`src/rtl/usr_seq_ctrl.sv`:
```
// usr_seq_ctrl: command sequencer for a universal shift register (load, shift N times, capture and return exiting bits).
// Optional rotate support is compiled in when the macro USR_SEQ_ROTATE_EN is defined.
module usr_seq_ctrl #(
  parameter int WIDTH = 4,
  parameter int CNT_W = 3
) (
  input  logic             clk,
  input  logic             clr,
  input  logic             cmd_valid,
  output logic             cmd_ready,
  input  logic [WIDTH-1:0] cmd_data,
  input  logic             cmd_dir,
  input  logic [CNT_W-1:0] cmd_cnt,
  input  logic             cmd_fill,
  input  logic             cmd_rot,
  output logic [1:0]       usr_op,
  output logic [WIDTH-1:0] usr_inp,
  output logic             usr_sinr,
  output logic             usr_sinl,
  input  logic             usr_soutr,
  input  logic             usr_soutl,
  output logic             rsp_valid,
  input  logic             rsp_ready,
  output logic [WIDTH-1:0] rsp_data,
  output logic             busy
);

  typedef enum logic [1:0] {
    S_IDLE  = 2'b00,
    S_LOAD  = 2'b01,
    S_SHIFT = 2'b10,
    S_RESP  = 2'b11
  } state_t;

  state_t           r_state;
  state_t           w_next;
  logic [WIDTH-1:0] r_data;
  logic [WIDTH-1:0] r_cap;
  logic [CNT_W-1:0] r_cnt;
  logic             r_dir;
  logic             r_fill;
  logic             w_accept;
  logic             w_sout;
  logic             w_sin;

  assign w_accept = (r_state == S_IDLE) && cmd_valid;
  assign w_sout   = r_dir ? usr_soutl : usr_soutr;
  assign usr_inp  = r_data;

`ifdef USR_SEQ_ROTATE_EN
  logic r_rot;

  // Registered rotate request for the command in flight
  always_ff @(posedge clk or posedge clr) begin
    if (clr) begin
      r_rot <= 1'b0;
    end else if (w_accept) begin
      r_rot <= cmd_rot;
    end
  end

  // Rotate feeds the exiting bit straight back into the active serial input
  assign w_sin = r_rot ? w_sout : r_fill;
`else
  logic w_unused_rot;
  assign w_unused_rot = cmd_rot;
  assign w_sin        = r_fill;
`endif

  // State register
  always_ff @(posedge clk or posedge clr) begin
    if (clr) begin
      r_state <= S_IDLE;
    end else begin
      r_state <= w_next;
    end
  end

  // Next-state logic and Moore output decode
  always_comb begin
    w_next    = r_state;
    cmd_ready = 1'b0;
    usr_op    = 2'b00;
    usr_sinr  = 1'b0;
    usr_sinl  = 1'b0;
    rsp_valid = 1'b0;
    rsp_data  = {WIDTH{1'b0}};
    busy      = 1'b1;
    case (r_state)
      S_IDLE: begin
        cmd_ready = 1'b1;
        busy      = 1'b0;
        if (cmd_valid) begin
          w_next = S_LOAD;
        end else begin
          w_next = S_IDLE;
        end
      end
      S_LOAD: begin
        usr_op = 2'b11;
        if (r_cnt != {CNT_W{1'b0}}) begin
          w_next = S_SHIFT;
        end else begin
          w_next = S_RESP;
        end
      end
      S_SHIFT: begin
        if (r_dir) begin
          usr_op   = 2'b10;
          usr_sinl = w_sin;
        end else begin
          usr_op   = 2'b01;
          usr_sinr = w_sin;
        end
        if (r_cnt == CNT_W'(1)) begin
          w_next = S_RESP;
        end else begin
          w_next = S_SHIFT;
        end
      end
      S_RESP: begin
        rsp_valid = 1'b1;
        rsp_data  = r_cap;
        if (rsp_ready) begin
          w_next = S_IDLE;
        end else begin
          w_next = S_RESP;
        end
      end
      default: begin
        w_next = S_IDLE;
      end
    endcase
  end

  // Command registers, shift down-counter and serial-out capture
  always_ff @(posedge clk or posedge clr) begin
    if (clr) begin
      r_data <= {WIDTH{1'b0}};
      r_dir  <= 1'b0;
      r_fill <= 1'b0;
      r_cnt  <= {CNT_W{1'b0}};
      r_cap  <= {WIDTH{1'b0}};
    end else if (w_accept) begin
      r_data <= cmd_data;
      r_dir  <= cmd_dir;
      r_fill <= cmd_fill;
      r_cnt  <= cmd_cnt;
      r_cap  <= {WIDTH{1'b0}};
    end else if (r_state == S_SHIFT) begin
      // Newest bit enters at the LSB; older bits fall off the MSB when cnt exceeds WIDTH
      r_cnt <= r_cnt - CNT_W'(1);
      r_cap <= {r_cap[WIDTH-2:0], w_sout};
    end
  end

endmodule

```
`config.mk`:
```
export PLATFORM = sky130hd
export DESIGN_NAME = usr_seq_ctrl
export DESIGN_NICKNAME = d
export VERILOG_FILES = /design/src/rtl/usr_seq_ctrl.sv
export SDC_FILE = /design/constraint.sdc
export NUM_CORES = 1
export LEC_CHECK = 0
export CAP_MARGIN = 20
export CORE_MARGIN = 2
export CORE_UTILIZATION = 40
export CTS_CLUSTER_DIAMETER = 150
export DETAILED_ROUTE_END_ITERATION = 16
export GPL_TIMING_DRIVEN = 0
export PLACE_DENSITY = 0.72
export SLEW_MARGIN = 20
export SYNTH_ARGS = -nofsm -noshare
export SYNTH_HDL_FRONTEND = slang
export SYNTH_SLANG_ARGS = --single-unit
```
`constraint.sdc`:
```
create_clock -name clk -period 2.82 [get_ports clk]
set_clock_uncertainty 0.05 [all_clocks]
set_input_delay 0.846 -clock clk [delete_from_list [all_inputs] [get_ports clk]]
set_output_delay 0.846 -clock clk [all_outputs]
set_load 0.02 [all_outputs]
```
* Yosys cells after proc, flatten, opt, wreduce, memory -nomap -nowiden
Cells that the tools add are included.
** Operators by class
- Add/subtract/negate cells :: 1
- Eq/ne operators :: 4
- Mux-type cells :: 20
- Reductions and logical operators :: 4
** Operators with widths (count)
- 2-to-1 mux 4 bit :: 3
- 2-to-1 mux 1 bit :: 11
- one-hot mux 2 bit (4 select lines) :: 1
- 2-to-1 mux 3 bit :: 2
- equality test 2 bit, second input constant :: 2
- 2-to-1 mux 2 bit :: 2
- one-hot mux 2 bit (2 select lines) :: 1
- equality test 3 x 1 -> 1 bit, second input constant :: 1
- nonzero test 3 bit :: 1
- subtractor 3 x 1 -> 3 bit, second input constant :: 1
- equality test 2 x 1 -> 1 bit, second input constant :: 1
- logical NOT 2 bit :: 1
- nonzero test 2 bit :: 1
- logical AND 1 bit :: 1
** Storage, ports and cells
- Bits in registers :: 15
- Bits of input ports :: 16
- Output and inout bits :: 15
- Word-level logic and storage cells :: 35

* Longest topological paths before layout
- Depth in word-level cells :: 3
- Depth in mapped cells :: 7
- Gate-level depth less buffers :: 5

* Worst setup path before layout
No wires, ideal clock.
- Path type :: flip-flop to output port
- From :: register r_state[0]
- To :: output port usr_sinr
- Arrival time :: 1217 ps
- Data required time :: 1924 ps
- Slack :: 707 ps
- Stages on the path, launching flop included :: 6
- Buffers on the path :: 1
- Cell sequence :: dfrtp_1 -> inv_1 -> ha_1 -> buf_6 -> nand2_1 -> nor2_1
** On the way
- Longest elaborated chain between the ends :: 2
** RTL lines
- from (decl) :: RTL line 35 : state_t r_state;
- from (signal assigned) :: RTL line 75 : r_state <= w_next;
- equality test 2 bit :: RTL line 89 : case (r_state)
- 2-to-1 mux 1 bit :: RTL line 89
- to (decl) :: RTL line 18 : output logic usr_sinr,
No other way between the ends.

* Final worst setup path
- From :: register r_state[0]
- To :: output port usr_sinl
** On the way
- Longest elaborated chain between the ends :: 2
** RTL lines
- equality test 2 bit :: RTL line 89
- 2-to-1 mux 1 bit :: RTL line 89
- to (decl) :: RTL line 19 : output logic usr_sinl,
No other way between the ends.

==> metrics.yaml <==
floorplan:
  core-area_um2: 1980
  dieArea_um2: 2510
  pin_count: 31
  row_count: 16
  die_w_um: 50.1
  die_y_um: 50.1
  initial_core_util_pct: 42.9
setup_path:
  path_cells: "inv_1 > ha_2 > buf_6 > and3_1 > dlygate4sd2_1"
  critPathArrivalTime_ns: 1.76
  slowest_delay_ns: 0.42
  cp-start-kind: "register"
  crit_fanout: 10
  cp_data_required_time_ns: 1.92
  crit_path_end_kind: "output port"
  criticalPathCategory: "reg2out"
  slowest_stage: "dfrtp_1"
sta:
  period_share_pct: 94.1
  hold_viol: 0
  setup-tns-final_ns: 0
  rsz0062_at_grt: "false"
  worst_slew_pin_slew_ns: 0.563
  relSlewSlack_pct: 62.5
  timing.final.max_slew_violations: 0
  finalSetupViolCount: 0
  fmax_mhz: 377
  period_minus_slack_ns: 2.65
synth:
  ys_ff_latch: 15
  post-synth-top-count-cell: "nand2_1"
  netlist_top_cells_area: "dfrtp_1, ha_1, nand2_1"
  async_reset_ff_share_pct: 100
  ys.flop_type: "dfrtp_1"
  netlist_area_um2: 850
  synth_top_cell_area_share_pct: 44.2
  yosysSeqAreaShare_pct: 44.2
  synth.largest_area_cell: "dfrtp_1"
  netlist_instances: 90
  syn_nets: 114
  yosys_warnings: 0
  synth_edf_count: 0
  synth_cell_type_count: 23
  yosys-top-cells-count: "nand2_1, dfrtp_1, ha_1"
  syn_avg_cell_area_um2: 9.44
finish:
  layout-drive-gt1-share_pct: 8.94
  nFillCells: 169
  final_nets: 148
  final_util_pct: 60.7
  multi_input_area_um2: 417
  areaGrowthSynthToFinish_pct: 41.5
  regArea_um2: 375
  insertedDiodeCount: 0
global_routing:
  grt_pass1_vias: 745
  antenna_found_initial: 0
  gr-total-overflow: 0
  grt_pass1_wl_um: 3080
  grt_use_total_pct: 16.2
  grt_start_max_net_pins: 16
route:
  drc_errors: 0
  vias: 715
  wl_per_cell_um: 11.8
  firstDrtPassIters: 4
  drtAntennaViolNets: 0
  routed_wl_um: 1770
  via_per_inst: 4.77
  drtIter0Drc: 3
clock_tree:
  cts.clk_slew.worst_paths_ns: 0.09
  cts_buffer_depth: 2
  cts_num_sinks: 15
  clkLatencyLatePin_ns: 0.28
  cts_tree: "built"
  clockRootBuffer: "clkbuf_4"
  postCtsSetupBuffers: 0
  cts.htree.levels: 1
  cts_buffers: 3
run:
  max_cap_viol_count: 0
placed_design:
  gp_congestion: 0.754
  io_buffers: 29
  dp_hpwl_um: 1380
power_and_ir_drop:
  power.density_nw_per_um2: 1010
  total_leakage_power_nw: 0.592
  ir_worst_vdd_mv: 0.538
status:
  status: "completed"
worst_hold_path:
  hold_class: "reg2reg"
==> logic make-up after synthesis <==
| kind of cell | after synthesis | share of synthesized area (%) |
|---|---|---|
| flops | 15 | 44.2 |
| compound gates | 11 | 8.84 |
| buf+inv | 9 | 7.07 |
| fa+ha+maj | 8 | 11.8 |
| simple gates | 41 | 21.4 |
| mux | 4 | 4.71 |
| xor+xnor | 2 | 2.06 |
==> critical path: cells and delay by family (launching register included) <==
| family | cells | cell delay, ns |
|---|---|---|
| flops | 1 | 0.42 |
| simple gates | 1 | 0.16 |
| buf+inv | 3 | 0.64 |
| fa+ha+maj | 1 | 0.26 |
==> path summary, 6_finish.rpt <==
check                      startpoint         end  slack (ns)  depth (start not counted)
max                        r_state[0]    usr_sinl        0.17                          5
min                        usr_inp[2]  usr_inp[2]        0.44                          2
min reg2reg                usr_inp[2]  usr_inp[2]        0.44                          2
min in group asynchronous         clr  usr_inp[0]        0.85                          2
max reg2reg                r_state[0]    r_cap[0]        1.37                          6
max in group asynchronous         clr  r_state[0]        1.49                          2
==> stage by stage <==
stage	setup slack, ns	std cells	hold slack (ns)	cell area [um^2]	total power [mW]
6_report	0.165	150	0.443	1200	1.22
5_1_grt	0.0521	150	0.481	1200	1.33
4_1_cts	0.0293	150	0.447	1200	1.23
3_5_place_dp	0.151	146	0.424	1170	1.11
3_3_place_gp	0.187	146	0.407	1170	1.08
2_1_floorplan	0.707	90	0.409	850	0.846
==> timing repair <==
item | CTS | global route
endpoints found under the setup margin | 4 | 1
resized for setup | 4 | 1
hold buffers | 0 | 0
==> area by class of cell <==
type                       instances  area share (%)
clock inverter                     1           0.416
tap                               27            2.81
multi-input combinational         66            34.7
sequential                        15            31.2
buffer                             3            3.12
clock buffer                       3            1.87
timing repair buffer              29            24.0
inverter                           6            1.87
==> registers in the layout (all words and copies together) (netlist names) <==
signal / flops
r_state: 2
r_fill: 1
usr_inp: 4
r_dir: 1
r_cap: 4
r_cnt: 3
==> cells in the final DEF (no fill, tap or decap) <==
cell,netlist,routed
xor2_1,1,1
o21ai_2,1,1
dfrtp_1,15,15
clkdlybuf4s50_1,0,25
a21oi_1,1,1
buf_8,1,1
nand2_1,25,25
o31a_1,1,1
dlygate4sd2_1,0,3
o21ai_0,4,4
ha_2,0,1
buf_6,2,2
nand2b_1,1,1
ha_1,8,7
a211oi_2,1,1
clkbuf_4,0,3
mux2i_1,4,4
a22oi_1,1,1
o21ai_1,1,1
and2_1,4,4
and3_1,1,1
and2_4,1,1
clkinv_2,0,1
o21a_1,1,1
nor2b_1,3,3
dlymetal6s2s_1,0,1
xnor2_1,1,1
nor2_1,6,6
inv_1,6,6
==> power breakdown <==
part | internal, mW | switching (mW) | leakage (nW) | total (mW)
registers | 0.316 | 0.0762 | 0.189 | 0.392
clock network | 0.0526 | 0.0694 | 0.0177 | 0.122
logic | 0.333 | 0.370 | 0.385 | 0.702
total | 0.702 | 0.515 | 0.592 | 1.22
==> metal layers <==
metal	part of all wire, %	vias up	track usage (%)
li1	-	352	-
met1	43	338	20.0
met2	51	21	27.6
met3	5.2	4	3.33
met4	0.68	0	5.56
met5	0	-	0
Note: power is estimated with default switching activity, not from simulation.
